==> config.mk <==
export PLATFORM = sky130hd
export DESIGN_NAME = game_tick_scheduler
export DESIGN_NICKNAME = d
export VERILOG_FILES = /design/src/rtl/game_tick_scheduler.sv
export SDC_FILE = /design/constraint.sdc
export NUM_CORES = 1
export LEC_CHECK = 0
export BUFFER_PORTS_ARGS = -buffer_cell sky130_fd_sc_hd__buf_2
export CAP_MARGIN = 0
export CORE_ASPECT_RATIO = 2
export CORE_MARGIN = 2
export CORE_UTILIZATION = 55
export CTS_CLUSTER_SIZE = 28
export DETAILED_ROUTE_END_ITERATION = 10
export GPL_TIMING_DRIVEN = 0
export PLACE_DENSITY_LB_ADDON = 0.25
export SYNTH_ARGS = -nofsm -noshare
export SYNTH_HDL_FRONTEND = slang
export SYNTH_SLANG_ARGS = --single-unit
==> constraint.sdc <==
create_clock -name clk -period 7.1 [get_ports clk]
set_clock_uncertainty 0.15 [all_clocks]
set_input_delay 0.71 -clock clk [delete_from_list [all_inputs] [get_ports clk]]
set_output_delay 0.71 -clock clk [all_outputs]
set_load 0.02 [all_outputs]
==> src/rtl/game_tick_scheduler.sv <==
// Game tick scheduler: paces snake movement by speed level, handles pause,
// and sequences the death flash before handing control back to IDLE.
module game_tick_scheduler #(
  parameter int unsigned BASE_PERIOD  = 25000000,
  parameter int unsigned STEP         = 2500000,
  parameter int unsigned MIN_PERIOD   = 5000000,
  parameter int unsigned LEVEL_CUBES  = 4,
  parameter int unsigned FLASH_PERIOD = 12500000,
  parameter int unsigned FLASH_COUNT  = 8
) (
  input  logic       clk,
  input  logic       rst_n,
  input  logic [1:0] game_status,
  input  logic       add_cube,
  input  logic       pause_press,
  output logic       move_tick,
  output logic       flash,
  output logic       die_done,
  output logic [2:0] level,
  output logic       paused
);

  localparam logic [31:0] BASE_W  = 32'(BASE_PERIOD);
  localparam logic [31:0] STEP_W  = 32'(STEP);
  localparam logic [31:0] MIN_W   = 32'(MIN_PERIOD);
  localparam logic [31:0] CUBE_M1 = 32'(LEVEL_CUBES - 1);
  localparam logic [31:0] FPER_M1 = 32'(FLASH_PERIOD - 1);
  localparam logic [31:0] FCNT_M1 = 32'(FLASH_COUNT - 1);

  typedef enum logic [1:0] {ST_IDLE, ST_RUN, ST_PAUSE, ST_DYING} state_t;

  state_t      state_q, state_d;
  logic [31:0] tick_cnt_q, tick_cnt_d;
  logic [31:0] period_q, period_d;
  logic [31:0] apple_q, apple_d;
  logic [2:0]  level_q, level_d;
  logic [31:0] flash_cnt_q, flash_cnt_d;
  logic [31:0] toggle_q, toggle_d;
  logic        move_tick_q, move_tick_d;
  logic        flash_q, flash_d;
  logic        die_done_q, die_done_d;
  logic        paused_q, paused_d;
  logic        game_over;
  logic        wrap;

  // Move period for a level, clamped at MIN_PERIOD without unsigned underflow.
  function automatic logic [31:0] period_of(input logic [2:0] lvl);
    logic [31:0] dec;
    dec = 32'(lvl) * STEP_W;
    if ((BASE_W > MIN_W) && ((BASE_W - MIN_W) > dec)) begin
      return BASE_W - dec;
    end
    return MIN_W;
  endfunction

  assign game_over = (game_status == 2'b00) || (game_status == 2'b11);
  assign wrap      = (tick_cnt_q == period_q - 32'd1);

  // Next-state logic for the FSM, tick pacing, level tracking and death flash.
  always_comb begin
    state_d     = state_q;
    tick_cnt_d  = tick_cnt_q;
    period_d    = period_q;
    apple_d     = apple_q;
    level_d     = level_q;
    flash_cnt_d = flash_cnt_q;
    toggle_d    = toggle_q;
    move_tick_d = 1'b0;
    flash_d     = 1'b0;
    die_done_d  = 1'b0;

    case (state_q)
      ST_IDLE: begin
        if (game_status == 2'b10) begin
          state_d    = ST_RUN;
          tick_cnt_d = '0;
          apple_d    = '0;
          level_d    = '0;
          period_d   = period_of(3'd0);
        end
      end
      ST_RUN: begin
        if (game_over)                  state_d = ST_DYING;
        else if (game_status == 2'b01)  state_d = ST_IDLE;
        else if (pause_press)           state_d = ST_PAUSE;
      end
      ST_PAUSE: begin
        if (game_over)                  state_d = ST_DYING;
        else if (game_status == 2'b01)  state_d = ST_IDLE;
        else if (pause_press)           state_d = ST_RUN;
      end
      ST_DYING: begin
        if (die_done_q) state_d = ST_IDLE;
      end
      default: state_d = ST_IDLE;
    endcase

    // The counter only runs in RUN; a wrap coinciding with leaving RUN is
    // held at period-1 so the tick fires right after resuming instead of
    // being lost.
    if (state_q == ST_RUN) begin
      if (wrap) begin
        if (state_d == ST_RUN) begin
          tick_cnt_d  = '0;
          move_tick_d = 1'b1;
          period_d    = period_of(level_q);
        end
      end else begin
        tick_cnt_d = tick_cnt_q + 32'd1;
      end

      if (add_cube) begin
        if (apple_q == CUBE_M1) begin
          apple_d = '0;
          if (level_q != 3'd7) level_d = level_q + 3'd1;
        end else begin
          apple_d = apple_q + 32'd1;
        end
      end
    end

    // Death flash: light on entry, toggle every FLASH_PERIOD, and replace
    // the final toggle with die_done while forcing the flash dark.
    if (state_d == ST_DYING) begin
      if (state_q != ST_DYING) begin
        flash_d     = 1'b1;
        flash_cnt_d = '0;
        toggle_d    = '0;
      end else begin
        flash_d = flash_q;
        if (flash_cnt_q == FPER_M1) begin
          flash_cnt_d = '0;
          toggle_d    = toggle_q + 32'd1;
          if (toggle_q == FCNT_M1) begin
            flash_d    = 1'b0;
            die_done_d = 1'b1;
          end else begin
            flash_d = ~flash_q;
          end
        end else begin
          flash_cnt_d = flash_cnt_q + 32'd1;
        end
      end
    end
  end

  assign paused_d = (state_d == ST_PAUSE);

  // State and output registers with asynchronous active-low reset.
  always_ff @(posedge clk or negedge rst_n) begin
    if (!rst_n) begin
      state_q     <= ST_IDLE;
      tick_cnt_q  <= '0;
      period_q    <= period_of(3'd0);
      apple_q     <= '0;
      level_q     <= '0;
      flash_cnt_q <= '0;
      toggle_q    <= '0;
      move_tick_q <= 1'b0;
      flash_q     <= 1'b0;
      die_done_q  <= 1'b0;
      paused_q    <= 1'b0;
    end else begin
      state_q     <= state_d;
      tick_cnt_q  <= tick_cnt_d;
      period_q    <= period_d;
      apple_q     <= apple_d;
      level_q     <= level_d;
      flash_cnt_q <= flash_cnt_d;
      toggle_q    <= toggle_d;
      move_tick_q <= move_tick_d;
      flash_q     <= flash_d;
      die_done_q  <= die_done_d;
      paused_q    <= paused_d;
    end
  end

  assign move_tick = move_tick_q;
  assign flash     = flash_q;
  assign die_done  = die_done_q;
  assign level     = level_q;
  assign paused    = paused_q;

endmodule

==> flow_metrics.env, run 1 <==
export IMPL_clkSlewWorstSetupHoldPaths_ns=0.07
export IMPL_fillers=1733
export IMPL_power_density_nw_per_um2=296.6
export IMPL_worst_pin_slew_ns=1.405
export IMPL_initial_core_util_pct=55.84
export IMPL_syn_num_nets=1254
export IMPL_reg2reg_slack_ns=2.13
export IMPL_avgRoutedWirePerCell_um=17.95
export IMPL_synth_edf_count=0
export IMPL_r2r_cells=14
export IMPL_hold_viol_final=0
export IMPL_worstPathMaxFanout=10
export IMPL_layout_setup_ws_ns=2.132
export IMPL_nets=1286
export IMPL_period_share_pct=69.98
export IMPL_post_cts_repair_setup_buffers=0
export IMPL_ys_ff_latch=169
export IMPL_async_reset_ff_share_pct=100.0
export IMPL_critical_path_max_stage_delay_ns=0.70
export IMPL_diodes=0
export IMPL_startpoint_type="flop"
export IMPL_hp_class="input port to asynchronous set/reset pin"
export IMPL_synth_area_sq_um=10770
export IMPL_drv_cap=0
export IMPL_vdd_ir_drop_max_mv=0.2731
export IMPL_grt_max_degree=114
export IMPL_clockRootBuffer="clkbuf_16"
export IMPL_insertion_delay_ns=0.45
export IMPL_fmax_mhz=201.3
export IMPL_setup_violations=0
export IMPL_syn_to_final_growth_pct=9.275
export IMPL_stdcell_count=1529
export IMPL_h_tree_depth=4
export IMPL_ctsHoldBuffers=0
export IMPL_post_place_ws_ns=2.204
export IMPL_gp_congestion=0.9923
export IMPL_cts_repair_resized=0
export IMPL_grt_total_usage_pct=27.85
export IMPL_cp_slowest_cell="o311ai_0"
export IMPL_reg2reg_to="period_q[21]$_DFF_PN1_"
export IMPL_cts_path_max_buffers=2
export IMPL_leakage_nw=5.069
export IMPL_required_ns=7.33
export IMPL_place_inst=1497
export IMPL_critical_path_cell_chain="clkbuf_1, inv_1, ha_1, xnor2_1, ha_1, o21bai_1, o311ai_0, or4_1, nor3_1, o21ai_0, o21a_1, clkbuf_1, nand2_1, mux2i_1"
export IMPL_overflow=0
export IMPL_via_per_inst=6.073
export IMPL_io_buffer_count=12
export IMPL_path_class="flop to flop"
export IMPL_drive_gt1_share_pct=7.717
export IMPL_die_area_sq_um=20780
export IMPL_cts_buffers=17
export IMPL_reg2reg_from="level[1]$_DFF_PN0_"
export IMPL_ant_nets=0
export IMPL_cts_tree="yes"
export IMPL_avgSynthCellArea_sq_um=8.788
export IMPL_maxSlewViolCount=0
export IMPL_cp_arrival_ns=5.20
export IMPL_endpoint_kind="flop"
export IMPL_yosys_warnings=0
export IMPL_synth_flop_cell="dfrtp_1"
export IMPL_die_height_um=201.9
export IMPL_syn_inst=1225
export IMPL_maxSlewHeadroom_pct=5.591
export IMPL_grt_pass1_wl_um=45300
export IMPL_rows=72
export IMPL_ys_types=79
export IMPL_finalSetupTns_ns=0
export IMPL_clock_sinks=169
export IMPL_vias=9285
export IMPL_die_w_um=102.9
export IMPL_antenna_found_initial=0
export IMPL_drc_errors=0
export IMPL_status="finished clean"
export IMPL_grt_pass1_vias=9430
export IMPL_dr_pass1_iters=5
export IMPL_dp_hpwl_um=20580
export IMPL_wl_um=27450
export IMPL_rsz0062_at_grt="false"
export IMPL_seq_area_frac_synth_pct=39.42
export IMPL_final_min_clock_period_ns=4.968
export IMPL_coreArea_sq_um=19280
export IMPL_ios=13
export IMPL_dr_first_iter_drc_count=466
how the worst max path moves through the flow:
stage	from	cells past startpoint	endpoint
floorplan	level[1]$_DFF_PN0_	15	period_q[5]$_DFF_PN0_
global placement	level[1]$_DFF_PN0_	14	period_q[21]$_DFF_PN1_
detailed placement	level[1]$_DFF_PN0_	14	period_q[21]$_DFF_PN1_
CTS	level[1]$_DFF_PN0_	14	period_q[21]$_DFF_PN1_
global route	level[1]$_DFF_PN0_	14	period_q[21]$_DFF_PN1_
finish	level[1]$_DFF_PN0_	14	period_q[21]$_DFF_PN1_
synthesized netlist by cell type (22+ instances only):
library cell / count / area share (%)
a21oi_1: 27 / 1.3
and3_1: 61 / 3.5
o21ai_0: 70 / 3.3
ha_1: 22 / 2.6
nor2_1: 144 / 5.0
a221o_1: 23 / 2.1
dfrtp_1: 157 / 36
nor4_1: 26 / 1.5
nand2_1: 113 / 3.9
nor3_1: 37 / 1.7
nand4_1: 28 / 1.6
xor2_1: 55 / 4.5
mux2i_1: 23 / 2.1
xnor2_1: 63 / 5.1
clkbuf_1: 49 / 1.7
nand3_1: 61 / 2.8
inv_1: 27 / 0.94
metrics by stage:
| stage | total power [mW] | instance area, sq um | utilization [%] | hold slack [ns] |
|---|---|---|---|---|
| after floorplan | 2.171 | 10770 | - | 0.2644 |
| after global placement | 2.545 | 11150 | 57.83 | 0.3444 |
| after detailed placement | 2.571 | 11190 | 58.03 | 0.3530 |
| after CTS | 3.491 | 11760 | 60.99 | 0.03509 |
| after global routing | 3.675 | 11760 | 61.02 | 0.05731 |
| final | 3.490 | 11760 | 61.02 | 0.01369 |
sequential cells by signal, summed over array words and instances (netlist names):
register	count
apple_q	32
die_done	1
flash	1
flash_cnt_q	32
level	3
move_tick	1
paused	1
period_q	32
state_q	2
tick_cnt_q	32
toggle_q	32
cell type report:
| cell class | count | area, sq um | share of cell area, % |
|---|---|---|---|
| plain buffers | 61 | 275.3 | 2.340 |
| clock buffers | 21 | 460.4 | 3.914 |
| clock inverters | 11 | 111.4 | 0.9466 |
| inverters | 27 | 101.3 | 0.8615 |
| multi-input cells | 968 | 6150 | 52.28 |
| flip-flops and latches | 169 | 4244 | 36.08 |
| well taps | 259 | 324.1 | 2.755 |
| repair buffers | 13 | 97.59 | 0.8296 |
placed cells by master (no fill, tap or decap), types with 11 or more instances in the layout:
master	instances
dfrtp_1	157
nor2_1	144
nand2_1	113
o21ai_0	70
xnor2_1	63
nand3_1	61
and3_1	61
xor2_1	55
clkbuf_1	51
nor3_1	37
nand4_1	28
inv_1	27
a21oi_1	27
nor4_1	26
mux2i_1	23
a221o_1	23
ha_1	22
clkbuf_16	17
and2_1	15
buf_2	15
a31oi_1	15
nor3b_1	14
or3_1	13
o31ai_1	13
nor2b_1	12
dfstp_2	12
nand2b_1	11
a22o_1	11
kinds of logic after synthesis:
| kind of cell | after synthesis | synth area share (%) |
|---|---|---|
| xor+xnor | 118 | 9.600 |
| flops | 169 | 39.42 |
| compound gates | 215 | 13.81 |
| simple gates | 587 | 28.58 |
| mux | 25 | 2.348 |
| fa+ha+maj | 23 | 2.743 |
| buf+inv | 88 | 3.498 |
routing by layer:
metal / up-vias / track usage [%] / wire length (um) / share of wire [%]
met5: - / 0 / 0 / 0
met4: 0 / 16.02 / 1391 / 5.1
met3: 81 / 4.910 / 756 / 2.8
met2: 214 / 51.46 / 15440 / 56
met1: 4503 / 27.98 / 9855 / 36
li1: 4487 / - / - / -
worst max-delay path: cells and delay by family, from the launching register on:
kind                       cells  cell delay, ns
AOI/OAI and AO/OA              4            1.34
buffers and inverters          3            1.16
muxes                          1            0.19
xor gates and xnor gates       1            0.45
and+or+nand+nor                3            0.43
DFF                            1            0.54
adders and majority gates      2            0.64
power by group:
group | switching [mW] | total (mW) | internal (mW)
Combinational | 0.880 | 1.35 | 0.472
Clock | 0.411 | 0.918 | 0.507
Sequential | 0.134 | 1.22 | 1.09
Note: power is estimated with default switching activity, not from simulation.
==> inputs of run 2 (changes only) <==
- ABC_AREA: unset -> 1
- clock period: 7.1 -> 4.8 ns (I/O delays scaled with it)
==> flow_metrics.env, run 2 <==
export IMPL_avgSynthCellArea_sq_um=6.851
export IMPL_worstPathMaxFanout=9
export IMPL_ys_types=59
export IMPL_die_area_sq_um=24370
export IMPL_final_min_clock_period_ns=4.223
export IMPL_hold_viol_final=0
export IMPL_grt_total_usage_pct=31.80
export IMPL_synth_edf_count=0
export IMPL_clock_sinks=169
export IMPL_rows=78
export IMPL_maxSlewHeadroom_pct=47.69
export IMPL_h_tree_depth=4
export IMPL_placed_area_sq_um=13140
export IMPL_vias=12505
export IMPL_coreArea_sq_um=22640
export IMPL_status="finished clean"
export IMPL_total_power_mw=3.186
export IMPL_synth_flop_cell="dfrtp_1"
export IMPL_dp_hpwl_um=29830
export IMPL_yosys_top_cells_area="dfrtp_1, nand2_1, nor2_1"
export IMPL_overflow=0
export IMPL_cp_arrival_ns=4.36
export IMPL_drc_errors=0
export IMPL_cts_buffers=17
export IMPL_vdd_ir_drop_max_mv=0.2413
export IMPL_wl_met1_um=12930
export IMPL_rsz0062_at_grt="false"
export IMPL_diodes=0
export IMPL_dr_first_iter_drc_count=746
export IMPL_wl_um=37740
export IMPL_die_height_um=218.8
export IMPL_initial_core_util_pct=56.03
export IMPL_clkSlewWorstSetupHoldPaths_ns=0.06
export IMPL_fin_util_pct=60.65
export IMPL_dr_pass1_iters=6
export IMPL_critPathTopFamily="buffers and inverters"
export IMPL_via_per_inst=5.742
export IMPL_ys_ff_latch=169
export IMPL_synth_most_common_cell="nand2_1"
export IMPL_async_reset_ff_share_pct=100.0
export IMPL_leakage_nw=6.479
export IMPL_ios=13
export IMPL_cp_slowest_cell="dfrtp_1"
export IMPL_yosysTopAreaCellShare_pct=30.97
export IMPL_critical_path_max_stage_delay_ns=0.61
export IMPL_grt_max_degree=105
export IMPL_avgRoutedWirePerCell_um=17.33
export IMPL_nets=1914
export IMPL_finalSetupTns_ns=0
export IMPL_io_buffer_count=12
export IMPL_setup_violations=0
export IMPL_endpoint_kind="flop"
export IMPL_synthTopCellsByCount="nand2_1, nor2_1, inv_1"
export IMPL_period_share_pct=87.98
export IMPL_insertion_delay_ns=0.45
export IMPL_synth_area_sq_um=12690
export IMPL_gp_congestion=0.9776
export IMPL_seq_area_frac_synth_pct=33.45
export IMPL_grt_pass1_wl_um=61740
export IMPL_syn_inst=1852
export IMPL_required_ns=4.94
export IMPL_synth_top_area_cell="dfrtp_1"
export IMPL_critical_path_cell_chain="clkbuf_1, inv_1, ha_1, ha_1, ha_1, inv_1, o21ai_0, nand3_1, nand2_1, nand2_1, inv_1, nand2_1, nor2_1, nand4_1, nor2_1, inv_1, nand2_1, o21ai_0, o21ai_0"
export IMPL_top_layer_used="met4"
export IMPL_final_common_cell="nand2_1"
export IMPL_syn_to_final_growth_pct=8.235
export IMPL_yosys_warnings=0
export IMPL_worst_pin_slew_ns=0.7776
export IMPL_final_cell_mix="nand2_1, nor2_1, inv_1"
export IMPL_ant_nets=0
export IMPL_die_w_um=111.4
export IMPL_fin_area_sq_um=13730
export IMPL_hp_class="input port to flop"
export IMPL_startpoint_type="flop"
export IMPL_wl_met2_um=20480
export IMPL_syn_num_nets=1881
export IMPL_cts_path_max_buffers=2
export IMPL_maxSlewViolCount=0
export IMPL_path_class="flop to flop"
export IMPL_cts_tree="yes"
export IMPL_clockRootBuffer="clkbuf_16"
export IMPL_antenna_found_initial=0
export IMPL_post_cts_repair_setup_buffers=0
export IMPL_ctsHoldBuffers=1
export IMPL_drive_gt1_share_pct=7.376
export IMPL_wl_met3_um=1333
export IMPL_grt_pass1_vias=12744
export IMPL_drv_cap=0
export IMPL_cp_num_buf_inv=5
export IMPL_cts_repair_resized=0
export IMPL_power_density_nw_per_um2=232.0
export IMPL_fillers=2205
export IMPL_fmax_mhz=236.8
[run 2: area by class of cell]
class	count	area (sq um)	share of cell area, %
multi-input cells	1384	7274	52.98
well taps	280	350.3	2.551
inverters	255	957.2	6.970
plain buffers	44	211.5	1.540
clock inverters	7	91.34	0.6651
flip-flops and latches	169	4244	30.91
clock buffers	25	495.5	3.608
repair buffers	14	107.6	0.7836
[run 2: worst paths after layout]
kind	startpoint	to	slack, ns	cells past startpoint
max in group asynchronous	rst_n	tick_cnt_q[7]$_DFF_PN0_	3.15	3
max reg2reg	level[0]$_DFF_PN0_	period_q[8]$_DFF_PN0_	0.58	19
min in group asynchronous	rst_n	move_tick$_DFF_PN0_	0.42	2
max	level[0]$_DFF_PN0_	period_q[8]$_DFF_PN0_	0.58	19
min reg2reg	toggle_q[15]$_DFFE_PN0P_	toggle_q[15]$_DFFE_PN0P_	0.37	1
min	pause_press	state_q[0]$_DFF_PN0_	0.34	5
[run 2: logic make-up (layout without fill, tap and decap cells)]
family / Yosys count / count (layout) / share of synthesized area, %
and+or+nand+nor: 1051 / 1051 / 38.20
buffers and inverters: 299 / 345 / 9.211
DFF: 169 / 169 / 33.45
adders and majority gates: 23 / 23 / 2.327
AOI/OAI and AO/OA: 203 / 203 / 9.428
xor gates and xnor gates: 107 / 107 / 7.387
[run 2: through the flow]
step / setup WS, ns / std cells / hold slack (ns)
after global placement: 0.3761 / 2144 / 0.3159
final: 0.5768 / 2178 / 0.3425
after detailed placement: 0.6859 / 2145 / 0.3063
after global routing: 0.3916 / 2178 / 0.3763
after floorplan: 1.563 / 1852 / 0.03441
after CTS: 0.6559 / 2178 / 0.3376
[run 2: worst min-delay path, cell delays in order]
cell and delay (ns):
buf_2 0.09, nor2_1 0.03, o21ai_0 0.13, nand2_1 0.06, o211ai_2 0.09
[run 2: per-layer routing]
| layer | global-route usage [%] | vias to the layer above |
|---|---|---|
| met4 | 23.54 | 0 |
| li1 | - | 6128 |
| met3 | 4.032 | 152 |
| met5 | 0 | - |
| met2 | 61.12 | 385 |
| met1 | 30.31 | 5840 |
[run 2: power by group]
group / switching, mW / total (mW) / internal, mW
clock: 0.567 / 1.39 / 0.820
combinational: 0.193 / 0.292 / 0.0986
sequential: 0.0470 / 1.51 / 1.46
